<file path="src/rtl/kuznechik_apb_fifo_wrapper.sv">
// APB front end for the Kuznechik core: input/output block FIFOs plus an autonomous
// sequencer that runs the core request/ack handshake one block at a time.
module kuznechik_apb_fifo_wrapper #(
    parameter int unsigned APB_ADDR_WIDTH = 12,
    parameter int unsigned FIFO_DEPTH     = 4,
    parameter int unsigned WAIT_STATES    = 0
) (
    input  logic                      clk_i,
    input  logic                      rstn_i,
    input  logic [APB_ADDR_WIDTH-1:0] apb_paddr_i,
    input  logic [31:0]               apb_pwdata_i,
    input  logic                      apb_pwrite_i,
    input  logic                      apb_psel_i,
    input  logic                      apb_penable_i,
    output logic [31:0]               apb_prdata_o,
    output logic                      apb_pready_o,
    output logic                      apb_pslverr_o,
    output logic                      core_rstn_o,
    output logic                      core_req_o,
    output logic                      core_ack_o,
    output logic [127:0]              core_data_o,
    input  logic                      core_busy_i,
    input  logic                      core_valid_i,
    input  logic [127:0]              core_data_i,
    output logic                      irq_o
);
    localparam int unsigned PW = $clog2(FIFO_DEPTH);
    localparam int unsigned CW = PW + 1;

    typedef enum logic [1:0] {StIdle, StReq, StWait, StAck} state_e;

    state_e        state_q, state_d;
    logic [2:0]    wait_cnt_q;
    logic          pready_q, irq_q, run_rst_q, en_q;
    logic [2:0]    irq_en_q, irq_stat_q, irq_stat_d;
    logic [31:0]   din_q [4];

    logic [127:0]  in_mem_q [FIFO_DEPTH];
    logic [PW-1:0] in_wr_q, in_rd_q;
    logic [CW-1:0] in_cnt_q;
    logic [127:0]  out_mem_q [FIFO_DEPTH];
    logic [PW-1:0] out_wr_q, out_rd_q;
    logic [CW-1:0] out_cnt_q;

    logic          access, commit, addr_ok, flush;
    logic          in_full, in_empty, out_empty;
    logic          in_push, in_pop, out_push, out_pop;
    logic [3:0]    idx, wr_din;
    logic [31:0]   rdata, status;
    logic [127:0]  out_head;
    logic          err, wr_ctrl, wr_irq_en, wr_irq_stat, push_req, pop_req, set_ovf, set_udf;

    assign access    = apb_psel_i & apb_penable_i;
    assign commit    = pready_q & access;
    assign idx       = apb_paddr_i[5:2];
    assign addr_ok   = (apb_paddr_i[APB_ADDR_WIDTH-1:6] == '0) && (apb_paddr_i[1:0] == 2'b00)
                       && (idx <= 4'd11);
    assign in_full   = (in_cnt_q == CW'(FIFO_DEPTH));
    assign in_empty  = (in_cnt_q == '0);
    assign out_empty = (out_cnt_q == '0);
    assign out_head  = out_mem_q[out_rd_q];
    assign status    = {21'b0, state_q != StIdle, out_empty, in_full, 4'(out_cnt_q), 4'(in_cnt_q)};

    // Side effects only land on the PREADY cycle; erroring accesses raise none of them.
    assign flush    = commit & wr_ctrl & ~apb_pwdata_i[0];
    assign in_push  = commit & push_req;
    assign in_pop   = (state_q == StReq);
    assign out_push = (state_q == StWait) & core_valid_i & ~flush;
    assign out_pop  = commit & pop_req;

    always_ff @(posedge clk_i or negedge rstn_i) begin
        if (!rstn_i) begin
            wait_cnt_q <= '0;
            pready_q   <= 1'b0;
        end else if (pready_q) begin
            wait_cnt_q <= '0;
            pready_q   <= 1'b0;
        end else if (access) begin
            if (wait_cnt_q == 3'(WAIT_STATES)) pready_q <= 1'b1;
            else wait_cnt_q <= wait_cnt_q + 3'd1;
        end else begin
            wait_cnt_q <= '0;
        end
    end

    always_comb begin
        rdata       = '0;
        err         = 1'b0;
        wr_ctrl     = 1'b0;
        wr_irq_en   = 1'b0;
        wr_irq_stat = 1'b0;
        wr_din      = '0;
        push_req    = 1'b0;
        pop_req     = 1'b0;
        set_ovf     = 1'b0;
        set_udf     = 1'b0;
        if (!addr_ok) begin
            err = 1'b1;
        end else if (apb_pwrite_i) begin
            case (idx)
                4'd0:             wr_ctrl     = 1'b1;
                4'd2:             wr_irq_en   = 1'b1;
                4'd3:             wr_irq_stat = 1'b1;
                4'd4, 4'd5, 4'd6: wr_din[idx[1:0]] = 1'b1;
                4'd7: begin
                    if (in_full) begin
                        err     = 1'b1;
                        set_ovf = 1'b1;
                    end else begin
                        wr_din[3] = 1'b1;
                        push_req  = 1'b1;
                    end
                end
                default:          err = 1'b1;
            endcase
        end else begin
            case (idx)
                4'd0:                   rdata = {30'b0, en_q, run_rst_q};
                4'd1:                   rdata = status;
                4'd2:                   rdata = {29'b0, irq_en_q};
                4'd3:                   rdata = {29'b0, irq_stat_q};
                4'd4, 4'd5, 4'd6, 4'd7: rdata = din_q[idx[1:0]];
                default: begin
                    if (out_empty) begin
                        err     = 1'b1;
                        set_udf = 1'b1;
                    end else begin
                        rdata   = out_head[{idx[1:0], 5'b00000} +: 32];
                        pop_req = (idx == 4'd11);
                    end
                end
            endcase
        end
    end

    assign apb_pready_o  = pready_q;
    assign apb_prdata_o  = pready_q ? rdata : '0;
    assign apb_pslverr_o = pready_q & err;

    // Hardware set is OR-ed in after the W1C mask so it wins a same-cycle clear.
    always_comb begin
        irq_stat_d = irq_stat_q;
        if (commit && wr_irq_stat) irq_stat_d = irq_stat_d & ~apb_pwdata_i[2:0];
        irq_stat_d = irq_stat_d | {commit & set_udf, commit & set_ovf, out_push};
    end

    always_ff @(posedge clk_i or negedge rstn_i) begin
        if (!rstn_i) begin
            run_rst_q  <= 1'b0;
            en_q       <= 1'b0;
            irq_en_q   <= '0;
            irq_stat_q <= '0;
            irq_q      <= 1'b0;
            for (int unsigned i = 0; i < 4; i++) din_q[i] <= '0;
        end else begin
            irq_stat_q <= irq_stat_d;
            irq_q      <= |(irq_stat_q & irq_en_q);
            if (commit && wr_ctrl) {en_q, run_rst_q} <= apb_pwdata_i[1:0];
            if (commit && wr_irq_en) irq_en_q <= apb_pwdata_i[2:0];
            for (int unsigned i = 0; i < 4; i++) begin
                if (commit && wr_din[i]) din_q[i] <= apb_pwdata_i;
            end
        end
    end

    always_ff @(posedge clk_i or negedge rstn_i) begin
        if (!rstn_i) begin
            in_wr_q  <= '0;
            in_rd_q  <= '0;
            in_cnt_q <= '0;
            for (int unsigned i = 0; i < FIFO_DEPTH; i++) in_mem_q[i] <= '0;
        end else if (flush) begin
            in_wr_q  <= '0;
            in_rd_q  <= '0;
            in_cnt_q <= '0;
        end else begin
            if (in_push) begin
                in_mem_q[in_wr_q] <= {apb_pwdata_i, din_q[2], din_q[1], din_q[0]};
                in_wr_q           <= in_wr_q + PW'(1);
            end
            if (in_pop) in_rd_q <= in_rd_q + PW'(1);
            in_cnt_q <= in_cnt_q + CW'(in_push) - CW'(in_pop);
        end
    end

    always_ff @(posedge clk_i or negedge rstn_i) begin
        if (!rstn_i) begin
            out_wr_q  <= '0;
            out_rd_q  <= '0;
            out_cnt_q <= '0;
            for (int unsigned i = 0; i < FIFO_DEPTH; i++) out_mem_q[i] <= '0;
        end else if (flush) begin
            out_wr_q  <= '0;
            out_rd_q  <= '0;
            out_cnt_q <= '0;
        end else begin
            if (out_push) begin
                out_mem_q[out_wr_q] <= core_data_i;
                out_wr_q            <= out_wr_q + PW'(1);
            end
            if (out_pop) out_rd_q <= out_rd_q + PW'(1);
            out_cnt_q <= out_cnt_q + CW'(out_push) - CW'(out_pop);
        end
    end

    always_comb begin
        state_d = state_q;
        unique case (state_q)
            StIdle: begin
                if (en_q && run_rst_q && !in_empty && !core_busy_i &&
                    (out_cnt_q < CW'(FIFO_DEPTH))) begin
                    state_d = StReq;
                end
            end
            StReq:   state_d = StWait;
            StWait:  if (core_valid_i) state_d = StAck;
            StAck:   state_d = StIdle;
            default: state_d = StIdle;
        endcase
        if (flush) state_d = StIdle;
    end

    always_ff @(posedge clk_i or negedge rstn_i) begin
        if (!rstn_i) state_q <= StIdle;
        else         state_q <= state_d;
    end

    assign core_rstn_o = rstn_i & run_rst_q;
    assign core_req_o  = (state_q == StReq);
    assign core_ack_o  = (state_q == StAck);
    assign core_data_o = in_mem_q[in_rd_q];
    assign irq_o       = irq_q;

endmodule

</file>
<file path="config.mk">
export PLATFORM = sky130hd
export DESIGN_NAME = kuznechik_apb_fifo_wrapper
export DESIGN_NICKNAME = d
export VERILOG_FILES = /design/src/rtl/kuznechik_apb_fifo_wrapper.sv
export SDC_FILE = /design/constraint.sdc
export NUM_CORES = 2
export LEC_CHECK = 0
export ABC_AREA = 1
export CAP_MARGIN = 20
export CELL_PAD_IN_SITES_DETAIL_PLACEMENT = 0
export CELL_PAD_IN_SITES_GLOBAL_PLACEMENT = 2
export CORE_MARGIN = 5
export CORE_UTILIZATION = 32
export DETAILED_ROUTE_END_ITERATION = 7
export PLACE_DENSITY = 0.86
export REMOVE_ABC_BUFFERS = 1
export SYNTH_ARGS = -nofsm -noshare
export SYNTH_HDL_FRONTEND = slang
export SYNTH_SLANG_ARGS = --single-unit
export TNS_END_PERCENT = 50
</file>
<file path="constraint.sdc">
create_clock -name clk_i -period 2.75 [get_ports clk_i]
set_input_delay 0.4125 -clock clk_i [delete_from_list [all_inputs] [get_ports clk_i]]
set_output_delay 0.4125 -clock clk_i [all_outputs]
set_load 0.01 [all_outputs]
</file>
# After elaboration in Yosys (flattened, before gate mapping)
# Index checks and enable logic that the tools add are counted.
word_totals:
  register_bits: 1181
  in_bits: 179
  output_inout_bits: 166
  wordCells: 198
op_classes:
  n_addsub: 9
  magnitude_cmp: 11
  eq_ne: 15
  shift: 1
  n_mux: 75
  bitwise_logic: 23
  reduce_logical: 38
op_table:
  columns: ["operator", "n"]
  rows:
  - ["bitwise mux 512 bit", 2]
  - ["two-way mux 128 bit", 6]
  - ["binary-select mux 128 bit (select 2 bit)", 2]
  - ["demux 128 bit (select 2 bit)", 2]
  - ["two-way mux 32 bit", 6]
  - ["case mux 32 bit (5 select lines)", 1]
  - ["variable part select 128 x 8 -> 32 bit", 1]
  - ["binary-select mux 32 bit (select 2 bit)", 1]
  - ["two-way mux 1 bit", 31]
  - ["two-way mux 2 bit", 11]
  - ["two-way mux 3 bit", 7]
  - ["equality test 4 x 3 -> 1 bit, second input constant", 4]
  - ["logical AND 1 bit", 16]
  - [">= comparator 3 bit, second input constant", 5]
  - ["inverter 2 -> 3 bit", 5]
  - ["bitwise AND 1 bit", 12]
  - ["nonzero test 2 bit", 5]
  - ["logical NOT 3 bit", 3]
  - ["inequality test 3 bit, second input constant", 3]
  - ["adder 2 x 1 -> 2 bit, second input constant", 4]
  - ["equality test 4 x 2 -> 1 bit, second input constant", 2]
  - ["two-way mux 4 bit", 2]
  - ["case mux 2 bit (4 select lines)", 1]
  - ["OR reduction 8 bit", 1]
  - ["other kinds (27)", 39]

# Longest topological paths before layout
logic_depth:
  ltp_word: 11
  mapped_depth: 16
  ltp_nobuf: 14

# Worst setup path after synthesis
# No wires, ideal clock.
synth_timing:
  path_type: "input to register"
  start: "input port apb_paddr_i[4]"
  end: "register in_cnt_q[1]"
  setup_time_ps: 63
  arrival_ps: 2796
  setup_slack_ps: -110
  cell_stages: 15
  cell_sequence: "buf_2 inv_2 nor2_4 inv_1 nor3_1 nand2_1 clkbuf_1 clkbuf_1 ha_1 inv_1 ha_1 inv_1 fa_1 or2_2 inv_1"
synth_via:
  elab_chain_len: 8
  elab_cells_between_ends: 16
  cone_classes: "2 x add/sub; 1 x order compare; 1 x eq/ne; 7 x mux; 3 x bitwise; 2 x reduce/logical"
synth_lines:
  columns: ["element", "line_no", "source"]
  rows:
  - ["start, declared", "10", "input logic [APB_ADDR_WIDTH-1:0] apb_paddr_i,"]
  - ["equality test 4 x 3 -> 1 bit", "100", "case (idx)"]
  - ["two-way mux 1 bit", "100", null]
  - ["two-way mux 1 bit", "99", "end else if (apb_pwrite_i) begin"]
  - ["two-way mux 1 bit", "97", "if (!addr_ok) begin"]
  - ["bitwise AND 1 bit", "66", "assign in_push = commit & push_req;"]
  - ["adder 3 x 1 -> 3 bit", "182", "in_cnt_q <= in_cnt_q + CW'(in_push) - CW'(in_pop);"]
  - ["subtractor 3 x 1 -> 3 bit", "182", null]
  - ["two-way mux 3 bit *", "172", "end else if (flush) begin"]
  - ["end signal, assigned", "182", null]
  - ["end, declared", "40", "logic [CW-1:0] in_cnt_q;"]
# Mark *: on every way between the ends. The rest lies on a longest branch, timed or not.
# A chain may end at the register's enable or synchronous reset.

# Final worst setup path
layout_timing:
  start: "register out_rd_q[0]"
  end: "output port apb_prdata_o[25]"
layout_via:
  elab_chain_len: 10
layout_lines:
  columns: ["element", "line_no", "source"]
  rows:
  - ["start, declared", "42", "logic [PW-1:0] out_wr_q, out_rd_q;"]
  - ["start signal, assigned", "201", "if (out_pop) out_rd_q <= out_rd_q + PW'(1);"]
  - ["inverter 2 -> 3 bit (not written as such)", "61", "assign out_head = out_mem_q[out_rd_q];"]
  - ["binary-select mux 128 bit (select 2 bit)", "61", null]
  - ["two-way mux 128 bit (not written as such) (2 in a row)", "61", null]
  - ["variable part select 128 x 8 -> 32 bit", "128", "rdata = out_head[{idx[1:0], 5'b00000} +: 32];"]
  - ["two-way mux 32 bit", "124", "if (out_empty) begin"]
  - ["case mux 32 bit (5 select lines)", "117", "case (idx)"]
  - ["two-way mux 32 bit", "99", null]
  - ["two-way mux 32 bit", "97", null]
  - ["two-way mux 32 bit", "137", "assign apb_prdata_o = pready_q ? rdata : '0;"]
  - ["end, declared", "15", "output logic [31:0] apb_prdata_o,"]
# Every way passes these cells. The select of a mux whose other input is x is not followed.

==> flow_summary.ini <==
[cts]
cts_num_sinks = 1181
ctsHtreeMaxLevel = 4
tritoncts = yes
cts.clk_slew.worst_paths_ps = 60
worst_skew_pair.late_latency_ps = 800
clock-root-buffer = sky130_fd_sc_hd__clkbuf_16
max-clock-path-buffers = 3
inserted_clock_buffers = 144

[floorplanning]
floorplan.rows = 155
die-width_um = 434.1
core-area_mm2 = 0.1786
start_util_pct = 32.22
die_span_in_y_um = 434.1
ioPinCount = 345
die_area_mm2 = 0.1884

[sta]
max_freq_mhz = 301.5
hold_viol_final = 0
report.final.slew_viol_count = 0
worst_slew_margin_rel_pct = 27.71
max_slew.worst_pin.slew_ps = 1084
worst_clock_skew_ps = 32.06
timing.final.setup_violations = 133
post-route-period-util_pct = 120.6
tns_ps = -32540
unrepaired_setup_endpoints_after_global_routing = yes
fin_crit_ps = 3317
final.hold.worst_slack_ps = 143.9
final_setup_margin_ps = -566.9

[synth]
syn_inst = 7780
synth_top_area_share_pct = 51.35
synthesis.area_mm2 = 0.05756
yosys_warnings = 0
synth.largest_area_cell = sky130_fd_sc_hd__dfrtp_1
post_synthesis_async_set_or_reset_flop_share_pct = 100.0
synth_flop_cell = sky130_fd_sc_hd__dfrtp_1
ys_types = 30
synthTopCellsByCount = 3221 x sky130_fd_sc_hd__nand2_1, 1181 x sky130_fd_sc_hd__dfrtp_1, 950 x sky130_fd_sc_hd__o21ai_0, 758 x sky130_fd_sc_hd__nand3_1, 535 x sky130_fd_sc_hd__inv_1
ys_top_cells_by_area = sky130_fd_sc_hd__dfrtp_1 51%, sky130_fd_sc_hd__nand2_1 21%, sky130_fd_sc_hd__o21ai_0 8.3%
yosysSeqAreaShare_pct = 51.35
synth.most_common_cell = sky130_fd_sc_hd__nand2_1
synth_enable_flop_cells = 0
synthesis.area_per_instance_um2 = 7.398
yosys_register_bits = 1181

[placed_design]
detailed_place.area_mm2 = 0.06658
place.gp.congestion = 0.8570
dpl.cell_count = 10290
place_hpwl_mm = 135.3
placement.io_buffers = 344
placement.setup.worst_slack_ps = -661.5

[routing]
m1WireLength_mm = 98.31
wl_met2_mm = 109.7
route.met3.wl_mm = 13.77
num_vias = 54540
initial_drc_count = 5146
routed_via_density = 5.086
detail_route.wirelength_mm = 228.8
drc = 0
drt_pre_antenna_iters = 6
ant_nets = 0
route.top_layer_used = met5
routed_wire_length_per_instance_um = 21.34

[worst_setup_path]
ff2ff_path_depth = 11
crit_type = reg2out
critical_path_required_ps = 2340
worstReg2RegEnd = in_mem_q[405]
arrival_ps = 2900
worstPathMaxFanout = 8
startpoint_type = register
critPathCaptureType = primary output
reg_to_reg_setup_timing_slack_ps = 200
r2r_start = in_cnt_q[2]

[final_layout]
fin_util_pct = 42.26
areaGrowthSynthToFinish_pct = 31.14
finish.instance_area_mm2 = 0.07548
nets = 8435
regArea_mm2 = 0.02957
area_of_the_multi_input_gates_mm2 = 0.02533
drive_above_1_share_pct = 15.47
final-instance-count-excl-fill = 10720
fillCellCount = 18010

[pwr]
static-leakage-power_nw = 39.66
post-layout-total-power_mw = 70.38
p_per_area_mw_per_mm2 = 932.5
power.ir.vdd_worst_mv = 0.5232

[grt]
grt_start_max_net_pins = 193
antenna_found_initial = 28
wire_length_of_the_first_global_routing_pass_mm = 342.9
grt_usage_pct = 23.53
grt_overflow = 0
grt_pass1_vias = 53590

[outcome]
failing_checks = setup timing
outcome = complete, but fails checks

[min_path]
min_path_type = in2async

[run]
max-cap-violations = 0
[power by group]
part / internal, mW / switching [mW]
clock network: 11.7 / 7.93
registers: 21.0 / 1.92
logic: 11.1 / 16.8
[flip-flops by register name, indices dropped and copies added, names as in the netlist]
register / cells
apb_pready_o: 1
din_q: 128
en_q: 1
in_cnt_q: 3
in_mem_q: 512
in_rd_q: 2
in_wr_q: 2
irq_en_q: 3
irq_o: 1
irq_stat_q: 3
out_cnt_q: 3
out_mem_q: 512
out_rd_q: 2
out_wr_q: 2
run_rst_q: 1
state_q: 2
wait_cnt_q: 3
[how the worst max path moves through the flow]
| stage | to | start | slack, ps | cells past startpoint |
|---|---|---|---|---|
| 3_5_place_dp | apb_prdata_o[25] | apb_paddr_i[2] | -660 | 10 |
| 5_1_grt | apb_prdata_o[25] | out_rd_q[0] | -670 | 15 |
| 6_report | apb_prdata_o[25] | out_rd_q[0] | -570 | 15 |
| 2_1_floorplan | apb_prdata_o[11] | out_rd_q[0] | -8680 | 8 |
| 4_1_cts | apb_prdata_o[25] | out_rd_q[0] | -680 | 15 |
| 3_3_place_gp | apb_prdata_o[25] | apb_paddr_i[2] | -600 | 10 |
[final cells by class]
class                   instances  share of cell area [%]
diodes                         15                 0.04973
inverters                     540                   2.762
flip-flops and latches       1181                   39.18
well taps                    2355                   3.904
repair buffers                878                   14.11
clock buffers                 217                   5.674
clock inverters                45                  0.7692
multi-input cells            5491                   33.55
[kinds of logic (layout without fill, tap and decap cells)]
logic type	after synthesis	after routing	synth area share [%]
AOI/OAI and AO/OA	1172	1172	10.69
and+or+nand+nor	4294	4294	29.90
DFF	1181	1181	51.35
xor gates and xnor gates	5	5	0.07610
adders and majority gates	20	20	0.4609
other	0	15	0
buffers and inverters	1108	1680	7.530
[cells in the final DEF, fill, tap and decap left out, types with 15 or more instances in the layout]
cell                              instances
sky130_fd_sc_hd__nand3_1                722
sky130_fd_sc_hd__buf_6                   59
sky130_fd_sc_hd__dfrtp_1               1176
sky130_fd_sc_hd__nor2_4                  17
sky130_fd_sc_hd__nand2_4                 25
sky130_fd_sc_hd__clkbuf_16              165
sky130_fd_sc_hd__nand2_2                122
sky130_fd_sc_hd__diode_2                 15
sky130_fd_sc_hd__buf_4                  273
sky130_fd_sc_hd__clkbuf_8                32
sky130_fd_sc_hd__o21ai_1                 56
sky130_fd_sc_hd__buf_12                 170
sky130_fd_sc_hd__a22oi_1                 48
sky130_fd_sc_hd__nor2_1                 255
sky130_fd_sc_hd__nand3_2                 35
sky130_fd_sc_hd__clkbuf_1                37
sky130_fd_sc_hd__nand2_1               3075
sky130_fd_sc_hd__clkinv_2                23
sky130_fd_sc_hd__a21oi_1                 25
sky130_fd_sc_hd__nor2_2                  15
sky130_fd_sc_hd__o22ai_1                 73
sky130_fd_sc_hd__buf_16                  49
sky130_fd_sc_hd__o21ai_2                 64
sky130_fd_sc_hd__inv_1                  526
sky130_fd_sc_hd__o22ai_2                 51
sky130_fd_sc_hd__clkbuf_2                21
sky130_fd_sc_hd__o21ai_0                823
sky130_fd_sc_hd__buf_2                   70
sky130_fd_sc_hd__clkdlybuf4s50_1        184
[per-layer routing]
| metal | vias up | track usage [%] |
|---|---|---|
| li1 | 25690 | - |
| met1 | 26790 | 31.45 |
| met2 | 1687 | 39.29 |
| met3 | 350 | 3.813 |
| met4 | 18 | 7.073 |
| met5 | - | 0 |
[worst max-delay path, cell delays in order, from the launching register on]
cell and delay [ps]:
sky130_fd_sc_hd__dfrtp_4 540, sky130_fd_sc_hd__inv_8 100, sky130_fd_sc_hd__buf_12 120, sky130_fd_sc_hd__buf_12 140, sky130_fd_sc_hd__buf_12 130, sky130_fd_sc_hd__buf_16 140, sky130_fd_sc_hd__nand2_2 50, sky130_fd_sc_hd__nand2_1 50
sky130_fd_sc_hd__nand2_1 50, sky130_fd_sc_hd__nand2_2 80, sky130_fd_sc_hd__nand2_1 50, sky130_fd_sc_hd__nand2_1 80, sky130_fd_sc_hd__o21ai_2 60, sky130_fd_sc_hd__a21oi_2 250, sky130_fd_sc_hd__buf_4 170, sky130_fd_sc_hd__buf_6 100
[what timing repair did]
action | 4_1_cts | 5_1_grt
gates resized for setup | 680 | 494
endpoints found under the hold margin | 311 | 0
cloned | 38 | 17
hold buffers | 1 | 0
buffers inserted | 63 | 62
pin swaps | 103 | 147
endpoints found under the setup margin | 161 | 161
No activity file was read; power rests on OpenSTA's default activity.
